`config.mk`:
```
export PLATFORM = sky130hd
export DESIGN_NAME = add_arbiter
export DESIGN_NICKNAME = d
export VERILOG_FILES = /design/src/rtl/add_arbiter.sv
export SDC_FILE = /design/constraint.sdc
export NUM_CORES = 1
export LEC_CHECK = 0
export ABC_AREA = 1
export CAP_MARGIN = 20
export CORE_AREA = 3 3 109 111
export CTS_CLUSTER_DIAMETER = 40
export DETAILED_ROUTE_END_ITERATION = 8
export DIE_AREA = 0 0 112 114
export GPL_TIMING_DRIVEN = 0
export HOLD_SLACK_MARGIN = 0.05
export PLACE_DENSITY = 0.85
export SLEW_MARGIN = 20
export SYNTH_ARGS = -nofsm -noshare
export SYNTH_HDL_FRONTEND = slang
export SYNTH_SLANG_ARGS = --single-unit
```
`constraint.sdc`:
```
create_clock -name Clk -period 2.85 [get_ports Clk]
set_clock_uncertainty 0.05 [all_clocks]
set_input_delay 0.855 -clock Clk [delete_from_list [all_inputs] [get_ports Clk]]
set_output_delay 0.855 -clock Clk [all_outputs]
set_load 0.05 [all_outputs]
```
`src/rtl/add_arbiter.sv`:
```
// -----------------------------------------------------------------------------
// add_arbiter
//
// Shares one DATAWIDTH-bit adder among four requesters. A round-robin
// arbiter picks a winner in IDLE and captures its operands. The single
// EXEC cycle drives a one-hot grant pulse and performs the add. The result
// is held in DONE until the consumer accepts it.
//
// Optional feature: define ADD_ARBITER_OVF_EN to add the sum_ovf output.
// This output carries the adder carry-out, registered and held with sum.
// Without the macro the carry is dropped and sum wraps mod 2^DATAWIDTH.
//
// Ports
//   Clk        in   rising-edge clock for all state
//   Rst        in   asynchronous, active-high reset
//   req        in   [3:0] per-requester add request
//   a_bus      in   [4*DATAWIDTH-1:0] operand a, requester i at [i*DATAWIDTH +: DATAWIDTH]
//   b_bus      in   [4*DATAWIDTH-1:0] operand b, same packing
//   gnt        out  [3:0] one-hot grant pulse, high for the EXEC cycle only
//   sum        out  [DATAWIDTH-1:0] registered result of the granted add
//   sum_id     out  [1:0] index of the requester owning sum
//   sum_valid  out  sum/sum_id valid, held until accepted
//   sum_ready  in   consumer accepts the result (used in DONE only)
//   sum_ovf    out  adder carry-out (ADD_ARBITER_OVF_EN only)
// -----------------------------------------------------------------------------
module add_arbiter #(
  parameter int DATAWIDTH = 16
) (
  input  logic                   Clk,
  input  logic                   Rst,
  input  logic [3:0]             req,
  input  logic [4*DATAWIDTH-1:0] a_bus,
  input  logic [4*DATAWIDTH-1:0] b_bus,
  output logic [3:0]             gnt,
  output logic [DATAWIDTH-1:0]   sum,
  output logic [1:0]             sum_id,
  output logic                   sum_valid,
  input  logic                   sum_ready
`ifdef ADD_ARBITER_OVF_EN
  ,
  output logic                   sum_ovf
`endif
);

  localparam logic [1:0] IDLE = 2'd0;
  localparam logic [1:0] EXEC = 2'd1;
  localparam logic [1:0] DONE = 2'd2;

  logic [1:0]           r_state;
  logic [1:0]           r_ptr;
  logic [DATAWIDTH-1:0] r_a;
  logic [DATAWIDTH-1:0] r_b;
  logic [3:0]           r_gnt;
  logic [DATAWIDTH-1:0] r_sum;
  logic [1:0]           r_sum_id;
  logic                 r_sum_valid;
`ifdef ADD_ARBITER_OVF_EN
  logic                 r_ovf;
`endif

  logic [1:0]           w_win;

  // Round-robin pick: first set req bit at or above r_ptr, wrapping 3->0.
  // The 2-bit index wraps naturally.
  // NOTE: combinational logic uses blocking '='. Every output gets a default
  // first, so no path leaves a latch.
  always_comb begin
    logic       found;
    logic [1:0] idx;
    found = 1'b0;
    idx   = r_ptr;
    w_win = r_ptr;
    for (int k = 0; k < 4; k++) begin
      idx = r_ptr + k[1:0];
      if (!found && req[idx]) begin
        found = 1'b1;
        w_win = idx;
      end
    end
  end

  // NOTE: sequential state uses non-blocking '<='. Every register sits on the
  // async reset so that a reset mid-operation discards work at once.
  always_ff @(posedge Clk or posedge Rst) begin
    if (Rst) begin
      r_state     <= IDLE;
      r_ptr       <= 2'd0;
      r_a         <= '0;
      r_b         <= '0;
      r_gnt       <= 4'd0;
      r_sum       <= '0;
      r_sum_id    <= 2'd0;
      r_sum_valid <= 1'b0;
`ifdef ADD_ARBITER_OVF_EN
      r_ovf       <= 1'b0;
`endif
    end else begin
      case (r_state)
        IDLE: begin
          if (|req) begin
            r_a      <= a_bus[w_win*DATAWIDTH +: DATAWIDTH];
            r_b      <= b_bus[w_win*DATAWIDTH +: DATAWIDTH];
            r_sum_id <= w_win;
            // The grant is registered, so it is visible exactly during EXEC.
            r_gnt    <= 4'b0001 << w_win;
            r_state  <= EXEC;
          end
        end
        EXEC: begin
`ifdef ADD_ARBITER_OVF_EN
          {r_ovf, r_sum} <= {1'b0, r_a} + {1'b0, r_b};
`else
          r_sum          <= r_a + r_b;
`endif
          r_sum_valid <= 1'b1;
          r_gnt       <= 4'd0;
          r_state     <= DONE;
        end
        DONE: begin
          if (sum_ready) begin
            r_sum_valid <= 1'b0;
            r_ptr       <= r_sum_id + 2'd1;
            r_state     <= IDLE;
          end
        end
        default: begin
          r_gnt       <= 4'd0;
          r_sum_valid <= 1'b0;
          r_state     <= IDLE;
        end
      endcase
    end
  end

  assign gnt       = r_gnt;
  assign sum       = r_sum;
  assign sum_id    = r_sum_id;
  assign sum_valid = r_sum_valid;
`ifdef ADD_ARBITER_OVF_EN
  assign sum_ovf   = r_ovf;
`endif

endmodule

```
==> flow_summary.ini, run 1 <==
[layout]
final.fill_count = 1024
drive_gt1_share_pct = 6.63
multi_input_area_mm2 = 0.00278
seqCellArea_mm2 = 0.00148
insertedDiodeCount = 0
final_cells = 1060
syn_to_final_growth_pct = 41.5
nets = 1066

[cts]
cts_buffer_depth = 2
cts_tree = done
root_buffer = clkbuf_8
h-tree-depth = 3
cts_made_buffers = 9
postCtsSetupBuffers = 0
postCtsHoldBufs = 0
clock_sinks = 59
clkSlewWorstSetupHoldPaths_ns = 0.07
insertion_delay_ns = 0.35

[power]
p_total_uw = 8890
peakVddDrop_mv = 0.733
power_density_mw_per_mm2 = 1360
cellLeakagePower_uw = 0.00341

[setup_path]
crit_arrival_ns = 2.85
critPathMaxFanout = 10
crit_path_start_kind = primary input
cp-startpoint = req[2]
cp-end-kind = flop
required_ns = 3.04
path_class = in -> reg
rr_startpoint = r_ptr[1]

[routing]
wl_per_cell_um = 13.4
vias_per_cell = 4.98
antenna_left = 0
drc_errors = 0
wl_um = 14200
first_pass_iters = 5
initialDrtViolationCount = 358
vias = 5283

[synthesis]
synthMuxAreaShare_pct = 0
synth_xor_area_share_pct = 1.71
yosys_warnings = 0
synth_edf_count = 0
synthCells = 747
yosys-top-cells-count = 419 x nand2_1, 88 x nand3_1, 59 x dfrtp_1
ys_seq_elements = 59
synth_top_family_by_area = simple AND/OR/NAND/NOR gates
syn_area_per_cell_um2 = 6.18
yosys.area_share.adder_pct = 4.50
synthSimpleGateAreaFrac_pct = 48.1
yosys.area.top_type = nand2_1
syn-num-nets = 898
synthTopCellsByArea = nand2_1 34%, dfrtp_1 32%, nand3_1 9.5%
synth-compound-area-share_pct = 5.80
ys_seq_area_share_pct = 32.0
synth_most_common_cell = nand2_1
synth_async_sr_flop_share_pct = 100
synth_top_area_share_pct = 34.0
synth.distinct_cells = 32
syn-cell-area_mm2 = 0.00462
ys.flop_type = dfrtp_1

[placement]
portBuffers = 157
pre_cts_slack_ns = -0.327
dpl.hpwl_um = 11600
dp.cells = 1044
routabilityCongestion = 0.902

[timing]
timing.hold.ws_ns = 0.424
period_share_pct = 93.2
rsz0062_at_grt = false
max_freq_mhz = 376
drv_slew = 0
tightest_slew_ns = 0.701
finalHoldViolCount = 0
final.setup.tns_ns = 0
relSlewSlack_pct = 53.3
min_period_ns = 2.66
setup_viol_count_final = 0
postLayoutSetupSlackWorst_ns = 0.193

[floorplanning]
placementRows = 38
die_w_um = 112
ioPinCount = 158
core_mm2 = 0.0109
die_area_mm2 = 0.0128
die_y_um = 114
initial_core_util_pct = 42.4

[global_route]
grt_max_degree = 60
grt_pass1_vias = 5101
antenna_found_initial = 0
grt_overflow_total = 0
grt_use_total_pct = 22.4
grt_pass1_wl_um = 23500

[min_path]
holdCritPathClass = reg -> reg
hp-start = sum[1]

[outcome]
status = complete, no violations

[flow_run]
cap_violations = 0
-- critical path, cell delays in order --
cell and delay (ns):
clkdlybuf4s50_1 0.47, nor4_2 0.51, inv_1 0.08, nand2_1 0.29, inv_2 0.18, buf_1 0.26, nand2_1 0.14, nand2_1 0.05
-- cells by family (layout without fill, tap and decap cells) --
| family | count (synthesis) | count (layout) |
|---|---|---|
| fa+ha+maj | 16 | 16 |
| compound gates | 49 | 49 |
| xor+xnor | 9 | 9 |
| simple gates | 548 | 548 |
| flops | 59 | 59 |
| buf+inv | 66 | 239 |
-- report_power, final --
group	total, uW	internal (uW)	switching (uW)	leakage [uW]
Sequential	1520	1260	264	0.000733
Combinational	6720	2400	4320	0.00260
Clock	652	311	341	0.0000791
-- final timing paths --
path	endpoint	slack, ns	cells after the start
setup reg to reg	r_b[6]	0.64	17
hold reg to reg	sum[1]	0.42	2
hold / removal	sum[1]	0.42	2
max in group asynchronous	r_a[14]	1.36	2
min in group asynchronous	gnt[1]	0.92	2
setup / recovery	r_a[0]	0.19	8
-- what timing repair did --
item                                    CTS  global route
hold endpoints to repair                  0             0
resized for setup                         0             1
endpoints found under the setup margin    0            31
-- cells in the final DEF, fill, tap and decap left out --
cell / instances
a21boi_0: 1
inv_4: 1
dfrtp_1: 59
xor2_1: 5
nand4_1: 3
clkinvlp_4: 2
or2_2: 1
ha_1: 15
buf_6: 12
nor3_1: 2
nor4_2: 1
nand3_2: 1
nand2_1: 419
buf_2: 14
clkinv_1: 1
nand3_1: 88
nand2_2: 8
clkdlybuf4s50_1: 157
nor2_4: 1
buf_4: 3
a31o_2: 1
clkbuf_1: 7
inv_1: 24
o21bai_1: 3
a31oi_1: 7
o21ai_1: 1
inv_2: 3
fa_1: 1
clkbuf_8: 9
nor2_2: 1
nor2_1: 22
nand3b_1: 1
a21oi_1: 13
clkinv_2: 3
o21ai_0: 23
buf_1: 3
xnor2_1: 4
-- per-stage QoR --
step           util [%]  instance area, um^2
2_1_floorplan         -                 4620
3_3_place_gp       58.5                 6370
3_5_place_dp       58.5                 6370
4_1_cts            60.0                 6530
5_1_grt            60.0                 6540
6_report           60.0                 6540
-- per-layer routing --
metal	global-route usage, %	up-vias	share of wire [%]
met3	3.71	32	6.7
met5	0	-	0
met1	28.1	2353	42
met4	7.85	0	2.7
met2	39.2	192	49
li1	-	2706	-
-- cell type report --
cell class              count  share of cell area (%)
well taps                 140                    2.68
repair buffers            157                    24.0
inverters                  29                    1.70
flip-flops and latches     59                    22.6
clock buffers              11                    2.01
plain buffers              37                    3.94
multi-input cells         622                    42.6
clock inverters             5                   0.459
-- sequential cells by signal, summed over array words and instances, names as in the netlist --
signal	cells
gnt	4
r_a	16
r_b	16
r_ptr	2
r_state	2
sum	16
sum_id	2
sum_valid	1
(Power assumes the default switching activity.)
==> inputs of run 2 (changes only) <==
GPL_TIMING_DRIVEN = not set   (was 0)
==> flow_summary.ini, run 2 (synthesized netlist as in run 1, its figures left out) <==
[outcome]
status = complete, no violations

[power]
p_seq_share_pct = 17.4
clockPowerShare_pct = 9.8
power_density_mw_per_mm2 = 1380
p_int_uw = 4160
cellLeakagePower_uw = 0.00341
switching_share_pct = 53.8
power_frac_comb_pct = 72.8
p_switching_uw = 4850
peakVddDrop_mv = 0.844

[cts]
insertion_delay_ns = 0.35
cts_buffer_depth = 2
cts_tree = done
postCtsSetupBuffers = 0
cts_made_buffers = 9
postCtsHoldBufs = 0
root_buffer = clkbuf_8
h-tree-depth = 3
clkSlewWorstSetupHoldPaths_ns = 0.07
clock_sinks = 59

[global_route]
grt_use_total_pct = 22.3
grtUsageMet1_pct = 29.1
grt_overflow_total = 0
busiest_layer = met2
grt_pass1_vias = 4930
grt_max_degree = 60
use_met3_pct = 3.93
antenna_found_initial = 0
grt_pass1_wl_um = 23500
grt_use_met2_pct = 37.2

[floorplanning]
core_mm2 = 0.0109
die_w_um = 112
initial_core_util_pct = 42.4
ioPinCount = 158
placementRows = 38
die_y_um = 114
die_area_mm2 = 0.0128

[routing]
drc_errors = 0
vias = 5203
antenna_left = 0
first_pass_iters = 5
wl_per_cell_um = 13.7
wl_um = 14200
initialDrtViolationCount = 421
vias_per_cell = 5.00

[setup_path]
required_ns = 3.09
critPathMaxFanout = 43
crit_arrival_ns = 2.85
path_class = in -> reg
cp-end-kind = flop
crit_path_start_kind = primary input
r2r_setup_slack_ns = 0.44

[timing]
finalHoldViolCount = 0
tightest_slew_ns = 0.600
drv_slew = 0
period_share_pct = 91.9
min_period_ns = 2.62
relSlewSlack_pct = 59.9
rsz0062_at_grt = true
max_freq_mhz = 382
final.setup.tns_ns = 0
setup_viol_count_final = 0

[layout]
layout_commonest_cell = nand2_1
insertedDiodeCount = 0
final.fill_count = 1050
syn_to_final_growth_pct = 41.7
postLayoutCoreUtil_pct = 60.1
mostFrequentLayoutCells = 419 x nand2_1, 157 x clkdlybuf4s50_1, 88 x nand3_1, 59 x dfrtp_1, 24 x inv_1
drive_gt1_share_pct = 5.44
nets = 1046

[placement]
portBuffers = 157
dpl.hpwl_um = 10900
routabilityCongestion = 0.864

[flow_run]
cap_violations = 0

[min_path]
holdCritPathClass = reg -> reg
==> run 2: critical path, stage by stage <==
cell,delay [ns]
clkdlybuf4s50_1,0.52
nand2_1,0.07
nand2_1,0.11
nand2_1,0.08
nand2_2,0.10
nand3_2,0.10
nand2_1,0.14
nand2_2,0.10
nand2_2,0.13
buf_12,0.22
nand2_1,0.07
nand2_1,0.07
nand2_1,0.06
nand2_1,0.07
nand2_1,0.05
nand2_1,0.08
==> run 2: path summary, 6_finish.rpt <==
kind / from / to / depth (start not counted)
worst min-delay path: sum[1] / sum[1] / 2
worst max-delay path: req[2] / r_b[6] / 16
worst max register to register: r_ptr[0] / r_b[6] / 17
worst min register to register: sum[1] / sum[1] / 2
max in group asynchronous: Rst / r_b[9] / 3
min in group asynchronous: Rst / gnt[0] / 3
==> run 2: layout make-up <==
type	instances	area (um^2)	area share (%)
inverter	29	109	1.66
multi-input combinational	622	2780	42.4
timing repair buffer	174	1780	27.2
clock buffer	12	155	2.37
clock inverter	4	72.6	1.11
sequential	59	1480	22.6
tap	140	175	2.68
==> run 2: per-stage QoR <==
step	hold WS, ns	power (uW)	cell area (um^2)	instances	worst slack, ns
after floorplan	0.403	6410	4620	747	0.489
after CTS	0.427	9000	6540	1040	0.274
after global routing	0.456	9960	6550	1040	-0.00104
after detailed placement	0.409	8070	6310	1024	-0.0859
after global placement	0.406	7950	6310	1024	-0.0142
final	0.423	9010	6550	1040	0.231
==> run 2: metal layers <==
metal / part of all wire, % / vias to the layer above / routed length (um)
met5: 0 / - / 0
met4: 2.7 / 0 / 387
met3: 6.3 / 35 / 889
met2: 48 / 176 / 6750
met1: 43 / 2326 / 6170
li1: - / 2666 / -
==> run 2: power by group through the flow <==
stage | Sequential (uW) | Clock (uW) | Combinational, uW
floorplan | 1960 | 0 | 4450
global placement | 1560 | 0 | 6390
detailed placement | 1580 | 0 | 6490
CTS | 1570 | 899 | 6540
global route | 1620 | 938 | 7410
finish | 1570 | 880 | 6560
==> run 2: repair_timing <==
item,in CTS,in global routing
hold endpoints to repair,0,0
resized for setup,0,2
endpoints found under the setup margin,0,1
==> inputs of run 3 (changes only) <==
CORE_AREA = 3 3 106 108   (was 3 3 109 111)
DIE_AREA = 0 0 109 111   (was 0 0 112 114)
PLACE_DENSITY = 0.89   (was 0.85)
RECOVER_POWER = 100   (was not set)
TNS_END_PERCENT = 50   (was not set)
==> flow_summary.ini, run 3 (synthesized netlist as in run 1, its figures left out) <==
[outcome]
status = complete, no violations

[routing]
antenna_left = 0
first_pass_iters = 5
initialDrtViolationCount = 366
vias_per_cell = 4.99
vias = 5173
drc_errors = 0
wl_um = 13800
wl_per_cell_um = 13.3

[power]
p_total_uw = 8730
clockPowerShare_pct = 9.6
peakVddDrop_mv = 1.04
switching_share_pct = 54.6
power_density_mw_per_mm2 = 1350
cellLeakagePower_uw = 0.00342
p_seq_share_pct = 17.8
power_frac_comb_pct = 72.6
p_int_uw = 3970
p_switching_uw = 4770

[timing]
period_share_pct = 92.7
rsz0062_at_grt = false
min_period_ns = 2.64
setup_viol_count_final = 0
drv_slew = 0
timing.hold.ws_ns = 0.422
finalHoldViolCount = 0
relSlewSlack_pct = 38.3
tightest_slew_ns = 0.925
final.setup.tns_ns = 0
max_freq_mhz = 379

[cts]
clock_sinks = 59
cts_buffer_depth = 2
postCtsHoldBufs = 0
cts_tree = done
cts_made_buffers = 9
h-tree-depth = 3
clkSlewWorstSetupHoldPaths_ns = 0.06
insertion_delay_ns = 0.34
postCtsSetupBuffers = 0
cts-resized-gates = 0
root_buffer = clkbuf_8

[layout]
drive_gt1_share_pct = 5.11
final_cells = 1036
insertedDiodeCount = 0
mostFrequentLayoutCells = 420 x nand2_1, 132 x clkdlybuf4s50_1, 88 x nand3_1, 59 x dfrtp_1
final.fill_count = 944
layout_commonest_cell = nand2_1
design_area_mm2 = 0.00648
nets = 1047
syn_to_final_growth_pct = 40.2

[setup_path]
required_ns = 3.07
critPathMaxFanout = 20
cp-end-kind = flop
crit_arrival_ns = 2.87
rr_worst_depth = 17
crit_path_start_kind = primary input
path_class = in -> reg

[floorplanning]
die_y_um = 111
initial_core_util_pct = 44.7
die_area_mm2 = 0.0121
placementRows = 37
die_w_um = 109
core_mm2 = 0.0103
ioPinCount = 158

[placement]
dpl.hpwl_um = 10800
routabilityCongestion = 0.896
portBuffers = 157
dp.cells = 1021
dpl-instance-area_mm2 = 0.00628

[flow_run]
cap_violations = 0

[global_route]
grt_overflow_total = 0
grt_max_degree = 52
antenna_found_initial = 0
grt_pass1_wl_um = 22600
grt_use_total_pct = 23.0
grt_pass1_vias = 4787

[min_path]
holdCritPathClass = reg -> reg
hold_depth = 2
-- run 3: final timing paths --
check / from / endpoint / slack, ns
setup / recovery: req[1] / r_a[0] / 0.21
hold / removal: sum[0] / sum[0] / 0.42
setup reg to reg: r_ptr[0] / r_a[0] / 0.44
hold reg to reg: sum[0] / sum[0] / 0.42
max in group asynchronous: Rst / r_b[9] / 0.63
min in group asynchronous: Rst / gnt[3] / 1.10
-- run 3: routing by layer --
metal,wire (um),track usage [%]
met1,6080,31.0
met2,6590,36.9
met3,922,4.72
met4,210,7.24
met5,0,0
-- run 3: final cells by class --
class | count | area (um^2) | share of cell area (%)
clock buffer | 10 | 138 | 2.13
clock inverter | 5 | 77.6 | 1.20
inverter | 29 | 109 | 1.68
multi-input combinational | 622 | 2770 | 42.8
sequential | 59 | 1480 | 22.8
tap | 136 | 170 | 2.63
timing repair buffer | 175 | 1730 | 26.7
-- run 3: power by group through the flow --
stage	sequential, uW	clock [uW]	combinational [uW]
6_report	1560	834	6340
5_1_grt	1590	886	7140
4_1_cts	1560	849	6380
3_5_place_dp	1570	0	6340
3_3_place_gp	1560	0	6270
2_1_floorplan	1960	0	4450
-- run 3: through the flow --
step           setup WS [ns]  utilization [%]
6_report               0.209             62.7
5_1_grt               0.0440             62.7
4_1_cts                0.302             62.9
3_5_place_dp         -0.0525             60.8
3_3_place_gp        -0.00465             60.8
2_1_floorplan          0.489                -
-- run 3: critical path, cell delays in order --
cell	delay, ns
clkdlybuf4s50_1	0.53
nand2_1	0.09
nand3_1	0.13
nand2_2	0.10
nand2_1	0.11
nand2_1	0.06
nand2_1	0.07
nand2_2	0.08
nand2_1	0.15
buf_4	0.27
nand2_1	0.08
nand2_1	0.07
nand2_1	0.05
nand2_1	0.07
nand2_1	0.06
nand2_1	0.08
